==> config.mk <==
export PLATFORM = sky130hd
export DESIGN_NAME = key_trig_gen
export DESIGN_NICKNAME = d
export VERILOG_FILES = /design/src/rtl/key_pkg.sv /design/src/rtl/sync2.sv /design/src/rtl/key_trig_gen.sv
export SDC_FILE = /design/constraint.sdc
export NUM_CORES = 1
export LEC_CHECK = 0
export ABC_AREA = 1
export CAP_MARGIN = 0
export CORE_MARGIN = 3
export CORE_UTILIZATION = 50
export DETAILED_ROUTE_END_ITERATION = 7
export HOLD_SLACK_MARGIN = 0.05
export PLACE_DENSITY_LB_ADDON = 0.1
export SKIP_CTS_REPAIR_TIMING = 1
export SLEW_MARGIN = 10
export SYNTH_ARGS = -nofsm -noshare
export SYNTH_HDL_FRONTEND = slang
export SYNTH_HIERARCHICAL = 1
export SYNTH_SLANG_ARGS = --single-unit
==> constraint.sdc <==
create_clock -name clk -period 2.1 [get_ports clk]
set_clock_uncertainty 0.05 [all_clocks]
set_input_delay 0.21 -clock clk [delete_from_list [all_inputs] [get_ports clk]]
set_output_delay 0.21 -clock clk [all_outputs]
set_load 0.05 [all_outputs]
==> src/rtl/key_pkg.sv <==
// Shared types and timing defaults for the key trigger front end.
// The counter width is derived from the longest of the three timing windows.
package key_pkg;

    typedef enum logic [1:0] {
        IDLE        = 2'd0,
        PRESS_DEB   = 2'd1,
        HELD        = 2'd2,
        RELEASE_DEB = 2'd3
    } key_state_e;

    // Defaults for a 50 MHz clock: 20 ms debounce, 1 s long press, 200 ms repeat.
    localparam int DEF_DEB_CYC  = 1000000;
    localparam int DEF_LONG_CYC = 50000000;
    localparam int DEF_REP_CYC  = 10000000;

    function automatic int cnt_width(input int deb_cyc, input int long_cyc, input int rep_cyc);
        int max_cyc;
        max_cyc = deb_cyc;
        if (long_cyc > max_cyc) max_cyc = long_cyc;
        if (rep_cyc > max_cyc) max_cyc = rep_cyc;
        return $clog2(max_cyc) + 1;
    endfunction

endpackage

==> src/rtl/sync2.sv <==
// Two-flop synchroniser for asynchronous level inputs.
// RST_VAL lets each user pick the inactive level seen during and after reset.
module sync2 #(
    parameter logic RST_VAL = 1'b0
) (
    input  logic clk,
    input  logic rstn,
    input  logic d,
    output logic q
);

    logic s1_q;
    logic s2_q;

    always_ff @(posedge clk or negedge rstn) begin
        if (!rstn) begin
            s1_q <= RST_VAL;
            s2_q <= RST_VAL;
        end else begin
            s1_q <= d;
            s2_q <= s1_q;
        end
    end

    assign q = s2_q;

endmodule

==> src/rtl/key_trig_gen.sv <==
// Debounced key front end: one-cycle trigger on press, release and long-press pulses,
// and optional auto-repeat triggers while the key stays held after a long press.
module key_trig_gen
    import key_pkg::*;
#(
    parameter int   DEB_CYC    = DEF_DEB_CYC,
    parameter int   LONG_CYC   = DEF_LONG_CYC,
    parameter int   REP_CYC    = DEF_REP_CYC,
    parameter logic KEY_ACTIVE = 1'b0
) (
    input  logic clk,
    input  logic rstn,
    input  logic key_in,
    input  logic rep_en,
    output logic trig_pulse,
    output logic release_pulse,
    output logic long_pulse,
    output logic key_level
);

    localparam int CNT_W = cnt_width(DEB_CYC, LONG_CYC, REP_CYC);
    localparam logic [CNT_W-1:0] DEB_LAST  = CNT_W'(DEB_CYC - 1);
    localparam logic [CNT_W-1:0] LONG_LAST = CNT_W'(LONG_CYC - 1);
    localparam logic [CNT_W-1:0] REP_LAST  = CNT_W'(REP_CYC - 1);

    logic key_s2;
    logic pressed;

    key_state_e       state_q, state_d;
    logic [CNT_W-1:0] deb_cnt_q, deb_cnt_d;
    logic [CNT_W-1:0] hold_cnt_q, hold_cnt_d;
    logic [CNT_W-1:0] rep_cnt_q, rep_cnt_d;
    logic             long_flag_q, long_flag_d;
    logic             trig_q, trig_d;
    logic             rel_q, rel_d;
    logic             long_q, long_d;
    logic             level_q, level_d;

    sync2 #(.RST_VAL(~KEY_ACTIVE)) u_key_sync (
        .clk  (clk),
        .rstn (rstn),
        .d    (key_in),
        .q    (key_s2)
    );

    assign pressed = (key_s2 == KEY_ACTIVE);

    always_comb begin
        state_d     = state_q;
        deb_cnt_d   = deb_cnt_q;
        hold_cnt_d  = hold_cnt_q;
        rep_cnt_d   = rep_cnt_q;
        long_flag_d = long_flag_q;
        level_d     = level_q;
        trig_d      = 1'b0;
        rel_d       = 1'b0;
        long_d      = 1'b0;
        case (state_q)
            IDLE: begin
                if (pressed) begin
                    state_d   = PRESS_DEB;
                    deb_cnt_d = '0;
                end
            end
            PRESS_DEB: begin
                if (!pressed) begin
                    state_d = IDLE;
                end else if (deb_cnt_q == DEB_LAST) begin
                    state_d     = HELD;
                    trig_d      = 1'b1;
                    level_d     = 1'b1;
                    hold_cnt_d  = '0;
                    rep_cnt_d   = '0;
                    long_flag_d = 1'b0;
                end else begin
                    deb_cnt_d = deb_cnt_q + 1'b1;
                end
            end
            HELD: begin
                // hold_cnt/rep_cnt are left untouched on exit so a short release glitch resumes timing.
                if (!pressed) begin
                    state_d   = RELEASE_DEB;
                    deb_cnt_d = '0;
                end else if (!long_flag_q) begin
                    if (hold_cnt_q == LONG_LAST) begin
                        long_d      = 1'b1;
                        long_flag_d = 1'b1;
                        rep_cnt_d   = '0;
                    end else begin
                        hold_cnt_d = hold_cnt_q + 1'b1;
                    end
                end else if (rep_en) begin
                    if (rep_cnt_q == REP_LAST) begin
                        trig_d    = 1'b1;
                        rep_cnt_d = '0;
                    end else begin
                        rep_cnt_d = rep_cnt_q + 1'b1;
                    end
                end else begin
                    rep_cnt_d = '0;
                end
            end
            RELEASE_DEB: begin
                if (pressed) begin
                    state_d = HELD;
                end else if (deb_cnt_q == DEB_LAST) begin
                    state_d     = IDLE;
                    rel_d       = 1'b1;
                    level_d     = 1'b0;
                    long_flag_d = 1'b0;
                end else begin
                    deb_cnt_d = deb_cnt_q + 1'b1;
                end
            end
            default: state_d = IDLE;
        endcase
    end

    always_ff @(posedge clk or negedge rstn) begin
        if (!rstn) begin
            state_q     <= IDLE;
            deb_cnt_q   <= '0;
            hold_cnt_q  <= '0;
            rep_cnt_q   <= '0;
            long_flag_q <= 1'b0;
            trig_q      <= 1'b0;
            rel_q       <= 1'b0;
            long_q      <= 1'b0;
            level_q     <= 1'b0;
        end else begin
            state_q     <= state_d;
            deb_cnt_q   <= deb_cnt_d;
            hold_cnt_q  <= hold_cnt_d;
            rep_cnt_q   <= rep_cnt_d;
            long_flag_q <= long_flag_d;
            trig_q      <= trig_d;
            rel_q       <= rel_d;
            long_q      <= long_d;
            level_q     <= level_d;
        end
    end

    assign trig_pulse    = trig_q;
    assign release_pulse = rel_q;
    assign long_pulse    = long_q;
    assign key_level     = level_q;

endmodule

==> summary.md, run 1 <==
| Metric | Value |
|---|---|
| Initial Utilization | `0.5142` |
| Worst EP required | `2.27 ns` |
| Row cnt | `39` |
| RR Endpoint | `long_pulse` |
| Final setup TNS | `0 ns` |
| DR vias/cell | `5.360` |
| WL final | `15150 µm` |
| WP buf/inv | `1` |
| Post-synthesis instance area | `5897 µm²` |
| Clock latency at the later pin of the worst-skew pair | `0.34 ns` |
| Synth top area cells | `dfrtp_1 37%, nand2_1 20%, nor2_1 8.8%` |
| Io pins | `8` |
| Worst R2R Start | `hold_cnt_q[1]` |
| Cells on worst reg2reg path | `8` |
| Die Span Y | `114.6 µm` |
| Max FO, Critical Path | `3` |
| Initial drt markers | `531` |
| Core ar. | `11470 µm²` |
| F_max | `504.1 MHz` |
| Worst hold stages | `1` |
| Share of the synthesized area in the top cell type | `0.3734` |
| WL/cell | `14.15 µm` |
| Min Tclk post-route | `1.984 ns` |
| Max Cap Viol | `0` |
| Clock Pin Slew Worst Setup and Hold Paths | `0.06 ns` |
| Final core utilization | `0.5925` |
| Final Hold Viols | `0` |
| Register area share after synthesis | `0.3823` |
| Htree depth | `3` |
| Cts bufs inserted | `9` |
| Startpoint Class | `flop` |
| Fraction of the cycle the final worst path needs | `0.9447` |
| Syn Nets | `896` |
| Mapped Cells | `885` |
| Drt drc | `0` |
| Worst slew margin | `0.6641` |
| Commonest non-fill, non-tap cell in the layout | `nand2_1` |
| Grt ovf | `0` |
| # diodes | `0` |
| # nets final | `934` |
| Crit. End Element | `flop` |
| Overall power | `5.665 mW` |
| Final setup fails | `0` |
| Largest area contributor in the netlist | `dfrtp_1` |
| Clock tree sinks | `90` |
| Slowest stage delay, CP | `0.37 ns` |
| CTS Root Cell | `clkbuf_16` |
| Die Wd | `114.6 µm` |
| Layout area overhead | `15.21%` |
| CP Cell Sequence | `ha_1 > nand3_1 > buf_4 > nor2_1 > nand2_1 > nor2_1 > nand4_1 > nor3_1` |
| CTS tree | `done` |
| DRT Pass-1 Iters | `5` |
| Via count | `5741` |
| Startpoint of the worst hold path | `key_in` |
| Yosys cell types | `36` |
| Vias in the first global route | `5396` |
| Fraction of layout cells with a size suffix above 1 | `0.09483` |
| DPL Wire Length | `11070 µm` |
| Pleak | `2.905 nW` |
| Port bufs | `7` |
| Slew @ Worst Pin | `0.5023 ns` |
| PwrDens | `833.8 nW/µm²` |
| Yosys reg bits | `90` |
| HP Class | `primary input to flop` |
| Hold slack | `0.2209 ns` |
| CP top delay family | `simple AND/OR/NAND/NOR gates` |
| Status | `completed` |
| Max-slew violation count | `0` |
| VDD IR max | `0.0004275 V` |
| Arr. time, crit path | `2.15 ns` |
| DRT antenna net count | `0` |
| Initial antenna violation count | `0` |
| Post-Syn Area per Cell | `6.663 µm²` |
| All-Layer GR Usage | `0.2347` |
| Cell repeated most along the worst path | `nor2_1` |
| Die area | `13130 µm²` |
| Commonest cells after routing, fill and taps aside | `308 x nand2_1, 136 x nor2_1, 86 x dfrtp_1, 81 x inv_1, 43 x nand3_1` |
| Total of warnings raised by yosys | `6` |
| Reg2reg setup slack | `0.12 ns` |
| RePlAce Congestion | `0.9314` |
| Clk buf depth | `2` |
| CP Class | `flop to flop` |
| First-pass GRT wire length | `24880 µm` |
| Largest net degree at the start of global routing | `48` |
| Hold EP | `u_key_sync/s1_q` |
| Worst path slowest cell | `dfrtp_1` |
-- cell type report --
type                    instances  area, µm²
inverters                      88      334.1
clock inverters                 4      51.30
fillers                      1072       4673
repair inverters                1      7.507
clock buffers                  12      246.5
multi-input cells             690       3274
well taps                     143      178.9
repair buffers                 43      444.2
flip-flops and latches         90       2257
-- routing by layer --
metal / share of wire / vias up / routed length (µm) / global-route usage
met2: 0.47 / 164 / 7054 / 0.3760
met5: 0 / - / 0 / 0
met1: 0.45 / 2658 / 6887 / 0.3133
li1: - / 2883 / - / -
met4: 0.035 / 0 / 531 / 0.1203
met3: 0.045 / 36 / 679 / 0.02643
-- metrics by stage --
| stage | cells | setup slack [ns] | cell area [µm²] |
|---|---|---|---|
| 6_report | 1071 | 0.1162 | 6794 |
| 5_1_grt | 1071 | -0.008191 | 6794 |
| 4_1_cts | 1058 | 0.05250 | 6549 |
| 3_5_place_dp | 1042 | 0.06858 | 6251 |
| 3_3_place_gp | 1042 | 0.07398 | 6251 |
| 2_1_floorplan | 885 | 0.1695 | 5897 |
-- flip-flops by register name, indices dropped and copies added, names as in the netlist, named ones only --
name             cells
release_pulse        1
trig_pulse           1
deb_cnt_q           27
key_level            1
state_q              1
long_flag_q          1
hold_cnt_q          27
u_key_sync/q         1
long_pulse           1
u_key_sync/s1_q      1
rep_cnt_q           27
-- report_power, final --
part           internal (mW)  switching, mW  leakage (nW)
clock network          0.956          0.676         0.143
registers               1.81         0.0751          1.24
logic                  0.818           1.33          1.52
total                   3.59           2.08          2.91
-- worst max-delay path by stage --
| stage | start | to | depth (start not counted) |
|---|---|---|---|
| final | hold_cnt_q[1] | long_pulse | 8 |
| after global routing | deb_cnt_q[0] | hold_cnt_q[20] | 13 |
| after CTS | state_q[0] | deb_cnt_q[3] | 11 |
| after detailed placement | state_q[0] | deb_cnt_q[3] | 11 |
| after global placement | rep_cnt_q[0] | rep_cnt_q[13] | 10 |
| after floorplan | state_q[0] | rep_cnt_q[13] | 9 |
-- synth_stat cells, drive strengths merged --
cell type,number
clkbuf,9
xnor2,8
dfstp,2
o31ai,2
and3,1
xor2,33
a21oi,4
o21ai,56
and2,1
nand2,313
o21a,1
o21bai,2
a22oi,1
or2,1
inv,88
nor3b,3
nor4,1
a2bb2oi,1
o22ai,6
nand3,48
buf,8
nor2,146
nand4,18
nor3,37
ha,7
dfrtp,88
-- kinds of logic after synthesis --
logic type,Yosys count,synth area share
buffers and inverters,105,0.07256
XOR/XNOR,41,0.06090
flip-flops,90,0.3823
adder cells (fa/ha/maj),7,0.01485
AO/OA/AOI/OAI,73,0.06641
AND/OR/NAND/NOR,569,0.4029
Note: power is estimated with default switching activity, not from simulation.
==> run 2: changes to the inputs <==
--- a/config.mk
+++ b/config.mk
@@ -12,7 +12,9 @@
 export DETAILED_ROUTE_END_ITERATION = 7
 export HOLD_SLACK_MARGIN = 0.05
 export PLACE_DENSITY_LB_ADDON = 0.1
+export RECOVER_POWER = 25
 export SKIP_CTS_REPAIR_TIMING = 1
+export SKIP_LAST_GASP = 1
 export SLEW_MARGIN = 10
 export SYNTH_ARGS = -nofsm -noshare
 export SYNTH_HDL_FRONTEND = slang
==> summary.md, run 2 (synthesized netlist as in run 1, its figures left out) <==
| Metric | Value |
|---|---|
| Status | `completed (unchanged)` |
| Htree depth | `3 (unchanged)` |
| Commonest cells after routing, fill and taps aside | `308 x nand2_1, 136 x nor2_1, 86 x dfrtp_1, 81 x inv_1, 43 x nand3_1 (unchanged)` |
| Clock latency at the later pin of the worst-skew pair | `0.34 ns (about the same)` |
| Final setup fails | `0 (unchanged)` |
| DRT antenna net count | `0 (unchanged)` |
| Hold slack | `0.3052 ns (was 0.2209 ns)` |
| HP Class | `flop to flop (was primary input to flop)` |
| Initial Utilization | `0.5142 (unchanged)` |
| First-pass GRT wire length | `24880 µm (unchanged)` |
| Cells on worst reg2reg path | `8 (unchanged)` |
| # nets final | `934 (unchanged)` |
| Slew @ Worst Pin | `0.8283 ns (was 0.5023 ns)` |
| CP Class | `flop to flop (unchanged)` |
| Via count | `5732 (was 5741)` |
| Top Registers | `deb_cnt_q: 27 flops, hold_cnt_q: 27 flops, rep_cnt_q: 27 flops (unchanged)` |
| Cell Count, Final, Fillers Out | `1071 (unchanged)` |
| RePlAce Congestion | `0.9314 (unchanged)` |
| Cts bufs inserted | `9 (unchanged)` |
| Die Wd | `114.6 µm (unchanged)` |
| Worst slew margin | `0.4478 (was 0.6641)` |
| Fillers | `1075 (was 1072)` |
| PwrDens | `835.5 nW/µm² (was 833.8 nW/µm²)` |
| Final Instance Area | `6777 µm² (was 6794 µm²)` |
| Final Hold Viols | `0 (unchanged)` |
| Pleak | `2.900 nW (was 2.905 nW)` |
| # diodes | `0 (unchanged)` |
| Drt drc | `0 (unchanged)` |
| Setup ws final | `0.1115 ns (was 0.1162 ns)` |
| Die Span Y | `114.6 µm (unchanged)` |
| CTS tree | `done (unchanged)` |
| Cells after DPL | `1042 (unchanged)` |
| All-Layer GR Usage | `0.2347 (unchanged)` |
| Core ar. | `11470 µm² (unchanged)` |
| Max Cap Viol | `0 (unchanged)` |
| Worst hold stages | `0 (was 1)` |
| Worst EP required | `2.27 ns (about the same)` |
| VDD IR max | `0.0004266 V (was 0.0004275 V)` |
| Fraction of layout cells with a size suffix above 1 | `0.09483 (unchanged)` |
| WL/cell | `14.15 µm (about the same)` |
| Max FO, Critical Path | `3 (unchanged)` |
| Row cnt | `39 (unchanged)` |
| Vias in the first global route | `5396 (unchanged)` |
| Largest net degree at the start of global routing | `48 (unchanged)` |
| Min Tclk post-route | `1.988 ns (was 1.984 ns)` |
| Arr. time, crit path | `2.15 ns (about the same)` |
| Commonest non-fill, non-tap cell in the layout | `nand2_1 (unchanged)` |
| F_max | `502.9 MHz (was 504.1 MHz)` |
| DR vias/cell | `5.352 (was 5.360)` |
| CTS Root Cell | `clkbuf_16 (unchanged)` |
| Clock tree sinks | `90 (unchanged)` |
| Port bufs | `7 (unchanged)` |
| Pre-CTS WS | `0.06858 ns (unchanged)` |
| Initial drt markers | `538 (was 531)` |
| Startpoint Class | `flop (unchanged)` |
| Max-slew violation count | `0 (unchanged)` |
| WL final | `15150 µm (about the same)` |
| Grt ovf | `0 (unchanged)` |
| Clock Pin Slew Worst Setup and Hold Paths | `0.06 ns (about the same)` |
| DPL Wire Length | `11070 µm (unchanged)` |
| DRT Pass-1 Iters | `5 (unchanged)` |
| Crit. End Element | `flop (unchanged)` |
| Io pins | `8 (unchanged)` |
| Layout area overhead | `14.92% (was 15.21%)` |
| Placed Area | `6251 µm² (unchanged)` |
| Fraction of the cycle the final worst path needs | `0.9469 (was 0.9447)` |
| Initial antenna violation count | `0 (unchanged)` |
| Clk buf depth | `2 (unchanged)` |
| Die area | `13130 µm² (unchanged)` |
==> run 2: path summary, 6_finish.rpt <==
path	startpoint	slack [ns]	to
max	hold_cnt_q[1]	0.11	long_pulse
min	u_key_sync/s1_q	0.31	u_key_sync/q
max reg2reg	hold_cnt_q[1]	0.11	long_pulse
min reg2reg	u_key_sync/s1_q	0.31	u_key_sync/q
max in group asynchronous	rstn	0.35	deb_cnt_q[17]
min in group asynchronous	rstn	0.45	rep_cnt_q[5]
==> run 2: where the power goes <==
part	leakage, nW	internal [mW]	switching [mW]	total (mW)
combinational	1.52	0.814	1.33	2.14
sequential	1.24	1.81	0.0751	1.89
clock	0.143	0.956	0.677	1.63
total	2.90	3.58	2.08	5.66
==> run 2: final cells by class <==
cell class                      instances  area (µm²)  share of cell area
Inverter                               88       334.1             0.04930
Timing Repair Buffer                   43       426.7             0.06296
Multi-Input combinational cell        690        3274              0.4832
Tap cell                              143       178.9             0.02640
Sequential cell                        90        2257              0.3331
Timing Repair inverter                  1       7.507            0.001108
Clock buffer                           12       246.5             0.03637
Clock inverter                          4       51.30            0.007570
==> run 2: through the flow <==
step           utilization  power, mW  setup TNS [ns]
2_1_floorplan            -      3.012               0
3_5_place_dp        0.5451      3.459               0
3_3_place_gp        0.5451      3.430               0
6_report            0.5909      5.662               0
5_1_grt             0.5909      5.972        -0.01004
4_1_cts             0.5711      5.105               0
==> run 2: worst max-delay path, stage by stage, from the launching register on <==
cell	delay (ns)
dfrtp_1	0.37
ha_1	0.20
nand3_1	0.12
buf_4	0.16
nor2_1	0.13
nand2_1	0.12
nor2_1	0.20
nand4_1	0.18
nor3_1	0.32
==> run 2: metal layers <==
layer / track usage / vias to the layer above / wire length [µm]
met5: 0 / - / 0
met4: 0.1203 / 0 / 531
met3: 0.02643 / 36 / 701
met2: 0.3760 / 162 / 7064
met1: 0.3133 / 2650 / 6857
li1: - / 2884 / -
